--- src/rtl/mst_fifo_mch_ctl_if.sv ---
`default_nettype none
// ============================================================================
// Module : mst_fifo_mch_ctl_if
// Desc   : Writer/reader/SRAM bus bundle for the multi-channel FIFO controller
// Rev    : 1.0  initial release
// ============================================================================
interface mst_fifo_mch_ctl_if #(
  parameter int NCH = 4,
  parameter int CAW = 12,
  parameter int DW  = 36
);
  localparam int CW = $clog2(NCH);
  localparam int AW = CAW + CW;

  logic           mltcn;
  logic           fifowr;
  logic [CW-1:0]  fifowrid;
  logic [DW-1:0]  fifo_din;
  logic           fiford;
  logic [CW-1:0]  fifordid;
  logic [DW-1:0]  fifo_dout;
  logic           fifo_dvld;
  logic [NCH-1:0] fifo_flush;
  logic [NCH-1:0] fifoafull;
  logic [NCH-1:0] fifonempt;
  logic [NCH-1:0] fifoovf;
  logic           mem_we;
  logic [AW-1:0]  mem_wa;
  logic [DW-1:0]  mem_d;
  logic           mem_re;
  logic [AW-1:0]  mem_ra;
  logic [DW-1:0]  mem_q;

  // Controller side
  modport slave (
    input  mltcn, fifowr, fifowrid, fifo_din, fiford, fifordid, fifo_flush, mem_q,
    output fifo_dout, fifo_dvld, fifoafull, fifonempt, fifoovf,
    output mem_we, mem_wa, mem_d, mem_re, mem_ra
  );

  // Environment side: FIFO writer/reader plus SRAM macro
  modport master (
    output mltcn, fifowr, fifowrid, fifo_din, fiford, fifordid, fifo_flush, mem_q,
    input  fifo_dout, fifo_dvld, fifoafull, fifonempt, fifoovf,
    input  mem_we, mem_wa, mem_d, mem_re, mem_ra
  );
endinterface
`default_nettype wire

--- src/rtl/mst_fifo_mch_ctl.sv ---
`default_nettype none
// ============================================================================
// Module : mst_fifo_mch_ctl
// Desc   : NCH circular FIFOs in one simple-dual-port SRAM (FT60x master path)
// Rev    : 1.0  initial release
// ============================================================================
module mst_fifo_mch_ctl #(
  parameter int NCH       = 4,
  parameter int CAW       = 12,
  parameter int DW        = 36,
  parameter int AFULL_GAP = 4
) (
  input  logic              clk,
  input  logic              rst_n,
  mst_fifo_mch_ctl_if.slave bus
);
  localparam int          CW         = $clog2(NCH);
  localparam int          AW         = CAW + CW;
  localparam int          CD         = 1 << CAW;
  localparam logic [AW:0] DEPTH_MCH  = (AW+1)'(CD);
  localparam logic [AW:0] DEPTH_POOL = (AW+1)'(NCH * CD);
  localparam logic [AW:0] GAP        = (AW+1)'(AFULL_GAP);

  logic           r_mltcn;
  logic           w_mode_chg;
  logic [AW:0]    w_depth;
  logic [AW:0]    w_afull_th;
  logic [CW-1:0]  w_wid;
  logic [CW-1:0]  w_rid;
  logic [AW-1:0]  w_wptr [NCH];
  logic [AW-1:0]  w_rptr [NCH];
  logic [NCH-1:0] w_wr_acc;
  logic [NCH-1:0] w_rd_acc;
  logic [NCH-1:0] w_afull;
  logic [NCH-1:0] w_nempt;
  logic [NCH-1:0] w_ovf;
  logic [AW-1:0]  w_wa;
  logic [AW-1:0]  w_ra;

  logic           r_mem_we;
  logic           r_mem_re;
  logic           r_rd_d1;
  logic           r_dvld;
  logic [AW-1:0]  r_mem_wa;
  logic [AW-1:0]  r_mem_ra;
  logic [DW-1:0]  r_mem_d;
  logic [DW-1:0]  r_dout;

  // A mode toggle acts as a flush of every channel and swallows that cycle's accesses
  assign w_mode_chg = bus.mltcn ^ r_mltcn;
  assign w_depth    = bus.mltcn ? DEPTH_MCH : DEPTH_POOL;
  assign w_afull_th = w_depth - GAP;
  assign w_wid      = bus.mltcn ? bus.fifowrid : '0;
  assign w_rid      = bus.mltcn ? bus.fifordid : '0;

  for (genvar c = 0; c < NCH; c++) begin : g_ch
    localparam bit IS_CH0 = (c == 0);

    logic [AW-1:0] r_wptr;
    logic [AW-1:0] r_rptr;
    logic [AW:0]   r_cnt;
    logic          r_afull;
    logic          r_nempt;
    logic          r_ovf;
    logic [AW:0]   w_cnt_nxt;
    logic          w_flush;
    logic          w_active;
    logic          w_wr_hit;
    logic          w_rd_hit;
    logic          w_wr_ok;
    logic          w_rd_ok;

    assign w_flush  = bus.fifo_flush[c] | w_mode_chg;
    assign w_active = bus.mltcn | IS_CH0;
    assign w_wr_hit = bus.fifowr & (w_wid == CW'(c)) & ~w_flush;
    assign w_rd_hit = bus.fiford & (w_rid == CW'(c)) & ~w_flush;
    // Both strobes are judged on the pre-cycle count
    assign w_wr_ok  = w_wr_hit & (r_cnt != w_depth);
    assign w_rd_ok  = w_rd_hit & (r_cnt != '0);

    assign w_wr_acc[c] = w_wr_ok;
    assign w_rd_acc[c] = w_rd_ok;
    assign w_wptr[c]   = r_wptr;
    assign w_rptr[c]   = r_rptr;
    assign w_afull[c]  = r_afull;
    assign w_nempt[c]  = r_nempt;
    assign w_ovf[c]    = r_ovf;

    always_comb begin
      w_cnt_nxt = r_cnt;
      if (w_flush) begin
        w_cnt_nxt = '0;
      end else if (w_wr_ok && !w_rd_ok) begin
        w_cnt_nxt = r_cnt + 1'b1;
      end else if (!w_wr_ok && w_rd_ok) begin
        w_cnt_nxt = r_cnt - 1'b1;
      end
    end

    always_ff @(posedge clk or negedge rst_n) begin
      if (!rst_n) begin
        r_wptr  <= '0;
        r_rptr  <= '0;
        r_cnt   <= '0;
        r_afull <= 1'b0;
        r_nempt <= 1'b0;
        r_ovf   <= 1'b0;
      end else begin
        r_cnt   <= w_cnt_nxt;
        r_nempt <= w_active & (w_cnt_nxt != '0);
        r_afull <= w_active & (w_cnt_nxt >= w_afull_th);
        if (w_flush) begin
          r_wptr <= '0;
          r_rptr <= '0;
          r_ovf  <= 1'b0;
        end else begin
          if (w_wr_ok)  r_wptr <= r_wptr + 1'b1;
          if (w_rd_ok)  r_rptr <= r_rptr + 1'b1;
          if (w_wr_hit && !w_wr_ok) r_ovf <= w_active;
        end
      end
    end
  end

  // Pool mode uses the full pointer; channel mode keeps the low CAW bits in its slice
  assign w_wa = bus.mltcn ? {w_wid, w_wptr[w_wid][CAW-1:0]} : w_wptr[0];
  assign w_ra = bus.mltcn ? {w_rid, w_rptr[w_rid][CAW-1:0]} : w_rptr[0];

  // r_mltcn resets to channel mode, so coming out of reset in pool mode flushes once
  always_ff @(posedge clk or negedge rst_n) begin
    if (!rst_n) begin
      r_mltcn  <= 1'b1;
      r_mem_we <= 1'b0;
      r_mem_wa <= '0;
      r_mem_d  <= '0;
      r_mem_re <= 1'b0;
      r_mem_ra <= '0;
      r_rd_d1  <= 1'b0;
      r_dvld   <= 1'b0;
      r_dout   <= '0;
    end else begin
      r_mltcn  <= bus.mltcn;
      r_mem_we <= |w_wr_acc;
      if (|w_wr_acc) begin
        r_mem_wa <= w_wa;
        r_mem_d  <= bus.fifo_din;
      end
      r_mem_re <= |w_rd_acc;
      if (|w_rd_acc) begin
        r_mem_ra <= w_ra;
      end
      r_rd_d1 <= r_mem_re;
      r_dvld  <= r_rd_d1;
      if (r_rd_d1) begin
        r_dout <= bus.mem_q;
      end
    end
  end

  assign bus.mem_we    = r_mem_we;
  assign bus.mem_wa    = r_mem_wa;
  assign bus.mem_d     = r_mem_d;
  assign bus.mem_re    = r_mem_re;
  assign bus.mem_ra    = r_mem_ra;
  assign bus.fifo_dvld = r_dvld;
  assign bus.fifo_dout = r_dout;
  assign bus.fifoafull = w_afull;
  assign bus.fifonempt = w_nempt;
  assign bus.fifoovf   = w_ovf;
endmodule
`default_nettype wire
--- src/flat_wrapper.sv ---
// flat-port wrapper written by rule: the top's interface ports become plain ports
module mst_fifo_mch_ctl_flat 
#(
  parameter int NCH       = 4,
  parameter int CAW       = 12,
  parameter int DW        = 36,
  parameter int AFULL_GAP = 4
)
  (clk, rst_n, bus_mltcn, bus_fifowr, bus_fifowrid, bus_fifo_din, bus_fiford, bus_fifordid, bus_fifo_flush, bus_mem_q, bus_fifo_dout, bus_fifo_dvld, bus_fifoafull, bus_fifonempt, bus_fifoovf, bus_mem_we, bus_mem_wa, bus_mem_d, bus_mem_re, bus_mem_ra);
  mst_fifo_mch_ctl_if #(.NCH(NCH), .CAW(CAW), .DW(DW)) bus_i ();
  input  logic clk;
  input  logic rst_n;
  input wire logic [$bits(bus_i.mltcn)-1:0] bus_mltcn;
  input wire logic [$bits(bus_i.fifowr)-1:0] bus_fifowr;
  input wire logic [$bits(bus_i.fifowrid)-1:0] bus_fifowrid;
  input wire logic [$bits(bus_i.fifo_din)-1:0] bus_fifo_din;
  input wire logic [$bits(bus_i.fiford)-1:0] bus_fiford;
  input wire logic [$bits(bus_i.fifordid)-1:0] bus_fifordid;
  input wire logic [$bits(bus_i.fifo_flush)-1:0] bus_fifo_flush;
  input wire logic [$bits(bus_i.mem_q)-1:0] bus_mem_q;
  output wire logic [$bits(bus_i.fifo_dout)-1:0] bus_fifo_dout;
  output wire logic [$bits(bus_i.fifo_dvld)-1:0] bus_fifo_dvld;
  output wire logic [$bits(bus_i.fifoafull)-1:0] bus_fifoafull;
  output wire logic [$bits(bus_i.fifonempt)-1:0] bus_fifonempt;
  output wire logic [$bits(bus_i.fifoovf)-1:0] bus_fifoovf;
  output wire logic [$bits(bus_i.mem_we)-1:0] bus_mem_we;
  output wire logic [$bits(bus_i.mem_wa)-1:0] bus_mem_wa;
  output wire logic [$bits(bus_i.mem_d)-1:0] bus_mem_d;
  output wire logic [$bits(bus_i.mem_re)-1:0] bus_mem_re;
  output wire logic [$bits(bus_i.mem_ra)-1:0] bus_mem_ra;
  assign bus_i.mltcn = bus_mltcn;
  assign bus_i.fifowr = bus_fifowr;
  assign bus_i.fifowrid = bus_fifowrid;
  assign bus_i.fifo_din = bus_fifo_din;
  assign bus_i.fiford = bus_fiford;
  assign bus_i.fifordid = bus_fifordid;
  assign bus_i.fifo_flush = bus_fifo_flush;
  assign bus_i.mem_q = bus_mem_q;
  assign bus_fifo_dout = bus_i.fifo_dout;
  assign bus_fifo_dvld = bus_i.fifo_dvld;
  assign bus_fifoafull = bus_i.fifoafull;
  assign bus_fifonempt = bus_i.fifonempt;
  assign bus_fifoovf = bus_i.fifoovf;
  assign bus_mem_we = bus_i.mem_we;
  assign bus_mem_wa = bus_i.mem_wa;
  assign bus_mem_d = bus_i.mem_d;
  assign bus_mem_re = bus_i.mem_re;
  assign bus_mem_ra = bus_i.mem_ra;
  mst_fifo_mch_ctl #(.NCH(NCH), .CAW(CAW), .DW(DW), .AFULL_GAP(AFULL_GAP)) u_core (.clk(clk), .rst_n(rst_n), .bus(bus_i));
endmodule
--- config.mk ---
export PLATFORM = sky130hd
export DESIGN_NAME = mst_fifo_mch_ctl_flat
export DESIGN_NICKNAME = d
export VERILOG_FILES = /design/src/rtl/mst_fifo_mch_ctl_if.sv /design/src/rtl/mst_fifo_mch_ctl.sv /design/src/flat_wrapper.sv
export SDC_FILE = /design/constraint.sdc
export NUM_CORES = 1
export LEC_CHECK = 0
export CAP_MARGIN = 30
export CORE_ASPECT_RATIO = 1.2
export CORE_UTILIZATION = 60
export CTS_CLUSTER_SIZE = 16
export DETAILED_ROUTE_END_ITERATION = 8
export PLACE_DENSITY = 0.86
export SLEW_MARGIN = 40
export SYNTH_ARGS = -nofsm -noshare
export SYNTH_HDL_FRONTEND = slang
export SYNTH_SLANG_ARGS = --single-unit
--- constraint.sdc ---
create_clock -name clk -period 5.95 [get_ports clk]
set_clock_uncertainty 0.05 [all_clocks]
set_input_delay 0.8925 -clock clk [delete_from_list [all_inputs] [get_ports clk]]
set_output_delay 0.8925 -clock clk [all_outputs]
set_load 0.05 [all_outputs]
# Word-level counts from Yosys, hierarchy flattened
# Cells that the tools add are included.
# totals
ff_bits	289
in_bits	85
# op_classes
add_sub_neg	17
magnitude_cmp	6
n_eq_ne	10
n_mux	47
bitwise	41
n_reduce_logical	44
# op_table
op	n
14-bit two-way mux	18
15-bit two-way mux	13
15-bit nonzero test	8
14-bit by 1-bit adder with 14-bit output (second input constant)	8
15-bit by 1-bit adder with 15-bit output (second input constant)	4
15-bit >= comparator	4
15-bit inequality test	4
15-bit by 1-bit subtractor with 15-bit output (second input constant)	4
14-bit binary-select mux with 2-bit select	2
12-bit two-way mux	4
1-bit AND	30
2-bit nonzero test	12
15-bit by 3-bit subtractor with 15-bit output (second input constant)	1
1-bit logical AND	12
2-bit == test (second input constant)	4
1-bit logical NOT	8
1-bit two-way mux	8
4-bit OR reduction	2
3-bit >= comparator (second input constant)	2
2-bit inverter with 3-bit output	2
2-bit by 1-bit == test with 1-bit output (second input constant)	2
2-bit logical NOT	2
2-bit two-way mux	2
1-bit inverter	4
2 further kinds	5

# Depth between registers and ports, before layout
# Gate-level depths: netlist of the first run.
# logic_depth
ltp_word	12
mapped_depth	16
ltp_nobuf	13

# Worst setup path before layout of the first run
# No wires, ideal clock.
# synth_timing
kind	input-to-reg
startpoint	input port bus_mltcn
endpoint	register u_core.g_ch[2].r_afull
setup_ns	0.104
t_arrival_ns	3.628
required_ns	5.796
setup_slack_ns	2.169
path_stages	12
cell_sequence	clkbuf_2 -> or3b_2 -> a2111o_1 -> a211o_1 -> nor4_1 -> nor3_1 -> nor3_1 -> ha_1 -> nand3_1 -> nor4_2 -> nand4_1 -> o41ai_2
# synth_between
elab_chain_cells	12
# synth_lines
item	line	rtl
from (decl)	flat_wrapper.sv:13	input wire logic [$bits(bus_i.mltcn)-1:0] bus_mltcn;
2-bit two-way mux or 1-bit bitwise XOR (tied branches)	mst_fifo_mch_ctl.sv:53, mst_fifo_mch_ctl.sv:50	
2-bit == test or 1-bit OR (tied branches)	mst_fifo_mch_ctl.sv:75, mst_fifo_mch_ctl.sv:73	
1-bit AND or 1-bit inverter (tied branches)	mst_fifo_mch_ctl.sv:75, mst_fifo_mch_ctl.sv:76	
1-bit AND	mst_fifo_mch_ctl.sv:75	assign w_wr_hit = bus.fifowr & (w_wid == CW'(c)) & ~w_flush;
1-bit AND	mst_fifo_mch_ctl.sv:78	assign w_wr_ok = w_wr_hit & (r_cnt != w_depth);
1-bit logical NOT	mst_fifo_mch_ctl.sv:95	end else if (!w_wr_ok && w_rd_ok) begin
1-bit logical AND	mst_fifo_mch_ctl.sv:95	
15-bit two-way mux	mst_fifo_mch_ctl.sv:95	
15-bit two-way mux	mst_fifo_mch_ctl.sv:93	end else if (w_wr_ok && !w_rd_ok) begin
15-bit two-way mux *	mst_fifo_mch_ctl.sv:91	if (w_flush) begin
named net u_core.g_ch[2].w_cnt_nxt[13]	mst_fifo_mch_ctl.sv:65	logic [AW:0] w_cnt_nxt;
15-bit >= comparator *	mst_fifo_mch_ctl.sv:111	r_afull <= w_active & (w_cnt_nxt >= w_afull_th);
1-bit AND *	mst_fifo_mch_ctl.sv:111	
to (signal assigned)	mst_fifo_mch_ctl.sv:111	
to (decl)	mst_fifo_mch_ctl.sv:62	logic r_afull;
# The timed path passes the listed nets; every way through them passes the cells marked *.
# A chain may end at the register's enable or synchronous reset.

# Worst setup path in the final report of the first run
# layout_timing
startpoint	input port bus_fifordid[1]
endpoint	register u_core.g_ch[2].r_afull
# layout_between
elab_chain_cells	11
# layout_lines
item	line	rtl
from (decl)	flat_wrapper.sv:18	input wire logic [$bits(bus_i.fifordid)-1:0] bus_fifordid;
2-bit two-way mux *	mst_fifo_mch_ctl.sv:54	assign w_rid = bus.mltcn ? bus.fifordid : '0;
2-bit == test *	mst_fifo_mch_ctl.sv:76	assign w_rd_hit = bus.fiford & (w_rid == CW'(c)) & ~w_flush;
1-bit AND * (2 in series)	mst_fifo_mch_ctl.sv:76	
1-bit AND *	mst_fifo_mch_ctl.sv:79	assign w_rd_ok = w_rd_hit & (r_cnt != '0);
1-bit logical AND or 1-bit logical NOT (tied branches)	mst_fifo_mch_ctl.sv:95, mst_fifo_mch_ctl.sv:93	
15-bit two-way mux or 1-bit logical AND (tied branches)	mst_fifo_mch_ctl.sv:95, mst_fifo_mch_ctl.sv:93	
15-bit two-way mux *	mst_fifo_mch_ctl.sv:93	
15-bit two-way mux *	mst_fifo_mch_ctl.sv:91	
named net u_core.g_ch[2].w_cnt_nxt[13]	mst_fifo_mch_ctl.sv:65	
15-bit >= comparator *	mst_fifo_mch_ctl.sv:111	
1-bit AND *	mst_fifo_mch_ctl.sv:111	
# Marks and branches as above.

==> out/metrics.csv, run 1 <==
stage;metric;value;unit
pwr;p_per_area;292;nW/µm²
sta;rsz0062_at_grt;false;
layout;regArea;6930;µm²
sta;timing.fmax;230;MHz
sta;tightestPinTransition;874;ps
floorplanning;fp.dieH;176;µm
setup_path;crit_required;6350;ps
clock_network;clockBufferDepth;3;
layout;syn_to_final_growth;20.9;%
layout;drive_gt1_share;7.46;%
sta;period_share;73.1;%
synth;avgSynthCellArea;9.04;µm²
layout;multi_input_area;7570;µm²
setup_path;rrSetupSlack;1790;ps
floorplanning;die_w;147;µm
sta;finalSetupViolations;0;
synth;async_flop_share;100;%
synth;seq_area_frac_synth;45.8;%
floorplanning;io_pins;200;
global_route;grt_pass1_wl;69.4;mm
sta;maxSlewViolCount;0;
sta;relSlewSlack;41.2;%
sta;hold_violations;0;
global_route;grt_pass1_vias;13400;
floorplanning;core_area;24800;µm²
routing;drc;0;
global_route;grtUsageTotal;33.4;%
routing;vias;13700;
setup_path;startpoint_type;input pin;
clock_network;insertion_delay;560;ps
clock_network;cts_hold_buf;0;
routing;drt_iter0_drc;1109;
placed_design;io_buffers;199;
synth;synth_edf_count;0;
setup_path;worst-setup-path-type;in -> reg;
floorplanning;die_area;25900;µm²
layout;antenna_cells;0;
synth;syn_area;15100;µm²
synth;ys.flop_type;dfrtp_1;
clock_network;cts_tree;done;
setup_path;cp_max_fo;23;
hold_path;min_path_type;in -> async;
routing;drt-pass1-iter-count;5;
global_route;grt-ovfl-total;0;
clock_network;cts_inserted_buffers;28;
placed_design;placed_cell_area;17300;µm²
routing;detail_route.wirelength;43.7;mm
layout;fin_area;18300;µm²
job;max-cap-violations;0;
setup_path;crit_path_end_kind;flop;
clock_network;cts_setup_buffers;0;
placed_design;post-dp-hpwl;30.5;mm
layout;fillCellCount;1777;
layout;final_nets;1944;
synth;yosys_warnings;0;
global_route;grt_max_degree;102;
floorplanning;initial_core_util;61.2;%
sta;finalSetupTns;0;ps
setup_path;worstPathArrival;4740;ps
clock_network;clkSinkCount;277;
global_route;antenna_found_initial;0;
routing;ant_nets;0;
synth;yosysTopAreaCell;dfrtp_1;
status;outcome;complete, no violations;
synth;synthCells;1675;
synth;syn-num-nets;1786;
clock_network;cts_resized;0;
routing;wl_per_cell;20.1;µm
sta;min_period;4350;ps
synth;synth-seq-cells;277;
synth;synth_cell_types;76;
clock_network;cts_root_buffer;clkbuf_16;
synth;synthTopCellsByArea;dfrtp_1 (46%), nand2_1 (6.4%), mux2i_1 (4.2%), nor2_1 (3.4%), o21ai_0 (3.3%);
pwr;ir_drop;0.000199;V
clock_network;clkTransAtPathRegs;70;ps
routing;via_per_inst;6.30;
floorplanning;row_count;63;
placed_design;place_congestion;0.942;
clock_network;ctsHtreeMaxLevel;1;
pwr;p_leak;8.11;nW
synth;post-synth-top-area-fraction;45.6;%
[layer usage]
layer	vias up	GRT usage, %	wire length [µm]
met2	676	58.6	22000
li1	6248	-	-
met3	125	4.57	3230
met4	0	14.3	1600
met1	6664	41.3	16900
met5	-	0	0
[cell usage after synthesis (all sizes together), types with 12 or more instances]
master and number:
a21oi 66, a31oi 12, and2 16, and3 23, buf 33, clkbuf 66, dfrtp 276, ha 26
inv 59, mux2 44, mux2i 64, nand2 259, nand2b 12, nand3 73, nand4 55, nor2 139
nor3 46, nor4 29, o21ai 103, o22ai 21, or3 41, or4 14, xnor2 27, xor2 49
[kinds of logic after synthesis]
family	Yosys count	share of synthesized area, %
AND/OR/NAND/NOR	754	24.5
flip-flops	277	45.8
AO/OA/AOI/OAI	274	11.1
XOR/XNOR	76	4.39
buffers and inverters	158	4.47
adder cells (fa/ha/maj)	28	2.28
multiplexers	108	7.50
[path summary, 6_finish.rpt]
kind,from,end,depth (start not counted)
setup / recovery,bus_fifordid[1],u_core.g_ch[2].r_afull,13
hold / removal,rst_n,u_core.g_ch[2].r_cnt[6],1
setup reg to reg,u_core.g_ch[2].r_cnt[0],u_core.g_ch[2].r_afull,13
hold reg to reg,u_core.bus.mem_d[27],u_core.bus.mem_d[27],2
max in group asynchronous,rst_n,u_core.bus.mem_d[11],3
min in group clk,u_core.bus.mem_d[27],u_core.bus.mem_d[27],2
[per-stage QoR]
step	util [%]	total power [mW]	hold slack, ps	instances	setup WS [ps]
final	74.0	5.35	127	2175	1600
after global routing	74.0	5.52	139	2175	1370
after CTS	73.8	5.37	349	2174	1660
after detailed placement	70.0	3.54	404	2127	1120
after global placement	69.9	3.50	398	2127	1210
after floorplan	-	2.99	302	1675	2170
[placed cells by master (no fill, tap or decap), types with 6 or more instances in the layout]
master,count
and4_1,9
and2_1,16
dfrtp_1,276
a31oi_1,11
nor2b_1,6
nor3b_1,7
o21ai_0,100
o22ai_1,21
clkbuf_16,28
or4_1,13
xnor2_1,27
nor2_1,136
mux2_2,44
buf_4,25
o211ai_1,7
nor3_1,46
nand2b_1,12
or3_1,41
a21oi_1,65
nand4_1,55
a21o_1,6
and3_1,23
nand2_1,259
ha_1,26
mux2i_1,64
xor2_1,49
nand3_1,73
nor4_1,24
clkdlybuf4s50_1,197
inv_1,58
a211oi_1,9
[flip-flops by register name, summed over array words and instances, names as in the netlist, 14 cells and up]
name / count
u_core.g_ch.r_wptr: 50
u_core.bus.fifo_dout: 36
u_core.bus.mem_wa: 14
u_core.bus.mem_ra: 14
u_core.g_ch.r_cnt: 60
u_core.bus.mem_d: 36
u_core.g_ch.r_rptr: 50
[where the power goes]
group / internal [mW] / leakage [nW] / switching, mW
registers: 2.05 / 3.77 / 0.0992
logic: 0.444 / 3.89 / 0.918
clock network: 1.09 / 0.451 / 0.756
[critical path: stages]
cell	delay (ps)
clkdlybuf4s50_1	470
buf_4	320
nand2b_1	330
or3_1	550
o21ai_0	600
nor2_1	140
o21a_1	190
nor3_1	300
ha_1	210
nand3_1	100
nor4_2	170
nand4_1	150
o41ai_2	310
[layout make-up]
class	count	area share [%]
well taps	325	2.22
clock inverters	11	0.984
flip-flops and latches	277	37.9
multi-input cells	1240	41.3
repair buffers	227	12.2
inverters	59	1.21
clock buffers	36	4.21
(Power assumes the default switching activity.)
==> inputs of run 2 (changes only) <==
--- a/config.mk
+++ b/config.mk
@@ -7,10 +7,10 @@
 export LEC_CHECK = 0
 export CAP_MARGIN = 30
 export CORE_ASPECT_RATIO = 1.2
-export CORE_UTILIZATION = 60
+export CORE_UTILIZATION = 56
 export CTS_CLUSTER_SIZE = 16
 export DETAILED_ROUTE_END_ITERATION = 8
-export PLACE_DENSITY = 0.86
+export PLACE_DENSITY = 0.81
 export SLEW_MARGIN = 40
 export SYNTH_ARGS = -nofsm -noshare
 export SYNTH_HDL_FRONTEND = slang
==> constraint.sdc (replaced) <==
create_clock -name clk -period 4.4 [get_ports clk]
set_clock_uncertainty 0.05 [all_clocks]
set_input_delay 0.66 -clock clk [delete_from_list [all_inputs] [get_ports clk]]
set_output_delay 0.66 -clock clk [all_outputs]
set_load 0.05 [all_outputs]
==> run 2 against run 1 <==
The flow now finishes with violations (design-rule violations). First-iteration DRC count is 6.4% lower. Die area is 7.1% higher. Critical path type is now reg -> reg. Largest power group unchanged. Clock power grew 42%. Setup slack lost 1100 ps.
==> out/metrics.csv, run 2 (synthesis results as in run 1) <==
stage;metric;value;unit
status;outcome;finished, violations left;
status;violations;design-rule violations;
layout;syn_to_final_growth;22.6;%
sta;maxSlewViolCount;0;
clock_network;cts_inserted_buffers;29;
sta;finalSetupViolations;0;
pwr;pwr-share-seq;39.5;%
routing;drt-pass1-iter-count;7;
layout;largest_reg_flops;60;
floorplanning;row_count;65;
layout;regMostFlops;u_core.g_ch.r_cnt;
floorplanning;core_area;26400;µm²
clock_network;ctsHtreeMaxLevel;1;
clock_network;clkTransAtPathRegs;70;ps
hold_path;min-delay-start;u_core.bus.mem_re;
layout;final_nets;1966;
routing;via_per_inst;6.05;
layout;fillCellCount;1981;
routing;detail_route.wirelength;42.5;mm
global_route;grt-ovfl-total;0;
floorplanning;die_area;27700;µm²
placed_design;post-dp-hpwl;31.1;mm
clock_network;clkSinkCount;277;
placed_design;io_buffers;199;
floorplanning;fp.dieH;182;µm
layout;regArea;6930;µm²
floorplanning;initial_core_util;57.3;%
setup_path;regToRegEndpoint;u_core.g_ch[3].r_nempt;
hold_path;whs_path_depth;0;
setup_path;rr_startpoint;u_core.g_ch[3].r_cnt[0];
setup_path;path_cells;inv_1 > ha_1 > nor4b_1 > o2111ai_1 > nand2_1 > buf_4 > nor3_1 > o21ai_0 > o31ai_1 > or4_1 > o41a_1;
pwr;pwr-share-comb;25.1;%
pwr;ir_drop;0.000411;V
pwr;power;7.37;mW
layout;final_common_cell;dfrtp_1;
layout;fin_area;18600;µm²
global_route;antenna_found_initial;0;
pwr;clockPowerShare;35.4;%
setup_path;slowest_delay;720;ps
setup_path;worst-setup-path-type;reg -> reg;
sta;rsz0062_at_grt;false;
global_route;grt_max_degree;71;
global_route;grt_pass1_vias;13200;
global_route;grt_pass1_wl;69.2;mm
hold_path;holdPathEnd;u_core.r_rd_d1;
placed_design;placed_cell_area;17500;µm²
routing;drt_iter0_drc;1038;
sta;timing.fmax;254;MHz
routing;drc;33;
setup_path;crit_path_end_kind;flop;
setup_path;cp_max_fo;12;
pwr;switching_power;2.42;mW
routing;wl_per_cell;19.2;µm
routing;ant_nets;0;
setup_path;crit_required;4790;ps
sta;finalSetupTns;0;ps
setup_path;startpoint_type;flop;
layout;antenna_cells;0;
clock_network;cts_tree;done;
setup_path;rrSetupSlack;460;ps
pwr;p_leak;8.28;nW
placed_design;place_congestion;0.957;
sta;period_share;89.5;%
clock_network;insertion_delay;560;ps
layout;multi_input_area;7560;µm²
layout;final_cell_mix;dfrtp_1 (276), nand2_1 (259), clkdlybuf4s50_1 (197);
clock_network;clockBufferDepth;3;
sta;hold_violations;0;
pwr;internal_power;4.95;mW
layout;reg_top3;u_core.g_ch.r_cnt: 60 flops, u_core.g_ch.r_rptr: 50 flops, u_core.g_ch.r_wptr: 50 flops;
sta;min_period;3940;ps
job;max-cap-violations;0;
setup_path;slowest_stage;nor4b_1;
clock_network;cts_root_buffer;clkbuf_16;
pwr;switching_share;32.9;%
floorplanning;die_w;152;µm
global_route;grtUsageTotal;31.0;%
sta;relSlewSlack;39.9;%
floorplanning;io_pins;200;
pwr;p_per_area;397;nW/µm²
layout;drive_gt1_share;8.95;%
setup_path;reg2reg_depth;11;
routing;vias;13400;
setup_path;worstPathArrival;4330;ps
sta;tightestPinTransition;889;ps
hold_path;min_path_type;reg -> reg;
==> run 2: timing repair <==
action / CTS / global route
gates resized for setup: 0 / 0
hold buffers: 1 / 0
buffers inserted: 0 / 0
setup endpoints to repair: 0 / 0
endpoints found under the hold margin: 40 / 0
==> run 2: layer usage <==
| layer | track usage [%] | up-vias | wire length (µm) |
|---|---|---|---|
| li1 | - | 6297 | - |
| met5 | 0 | - | 0 |
| met2 | 55.1 | 578 | 21200 |
| met1 | 38.0 | 6408 | 16600 |
| met3 | 4.11 | 110 | 3070 |
| met4 | 12.6 | 0 | 1620 |
==> run 2: cell type report <==
| class | count | area share, % |
|---|---|---|
| well taps | 335 | 2.26 |
| inverters | 59 | 1.19 |
| flip-flops and latches | 277 | 37.3 |
| clock inverters | 17 | 1.15 |
| clock buffers | 36 | 4.43 |
| multi-input cells | 1240 | 40.7 |
| repair buffers | 248 | 13.0 |
==> run 2: power groups by stage <==
stage / combinational [mW] / clock [mW] / sequential [mW]
global route: 1.93 / 2.75 / 2.94
global placement: 1.82 / 0 / 2.93
floorplan: 0.323 / 0 / 3.72
finish: 1.85 / 2.61 / 2.91
CTS: 1.86 / 2.66 / 2.91
detailed placement: 1.85 / 0 / 2.95
==> run 2: critical path: cells and delay by family (launching register included) <==
family	cells	cell delay, ps
simple gates	4	1790
compound gates	4	980
flops	1	490
buf+inv	2	370
fa+ha+maj	1	140
==> run 2: stage by stage <==
stage          setup slack [ps]  utilization [%]  cells  hold WS (ps)
2_1_floorplan               796                -   1675           302
3_3_place_gp                358             66.2   2157           307
3_5_place_dp                353             66.3   2158           333
4_1_cts                     539             70.3   2212           349
5_1_grt                     259             70.3   2212           347
6_report                    463             70.3   2212           344
==> run 2: worst max-delay path by stage <==
stage                                  from                      to  slack [ps]  cells past startpoint
CTS                 u_core.g_ch[3].r_cnt[0]  u_core.g_ch[3].r_afull         540                     13
detailed placement          bus_fifowrid[0]  u_core.g_ch[1].r_nempt         350                      9
finish              u_core.g_ch[3].r_cnt[0]  u_core.g_ch[3].r_nempt         460                     11
floorplan           u_core.g_ch[2].r_cnt[0]  u_core.g_ch[2].r_afull         800                     15
global route        u_core.g_ch[3].r_cnt[0]  u_core.g_ch[3].r_nempt         260                     11
global placement            bus_fifowrid[0]  u_core.g_ch[1].r_nempt         360                      9
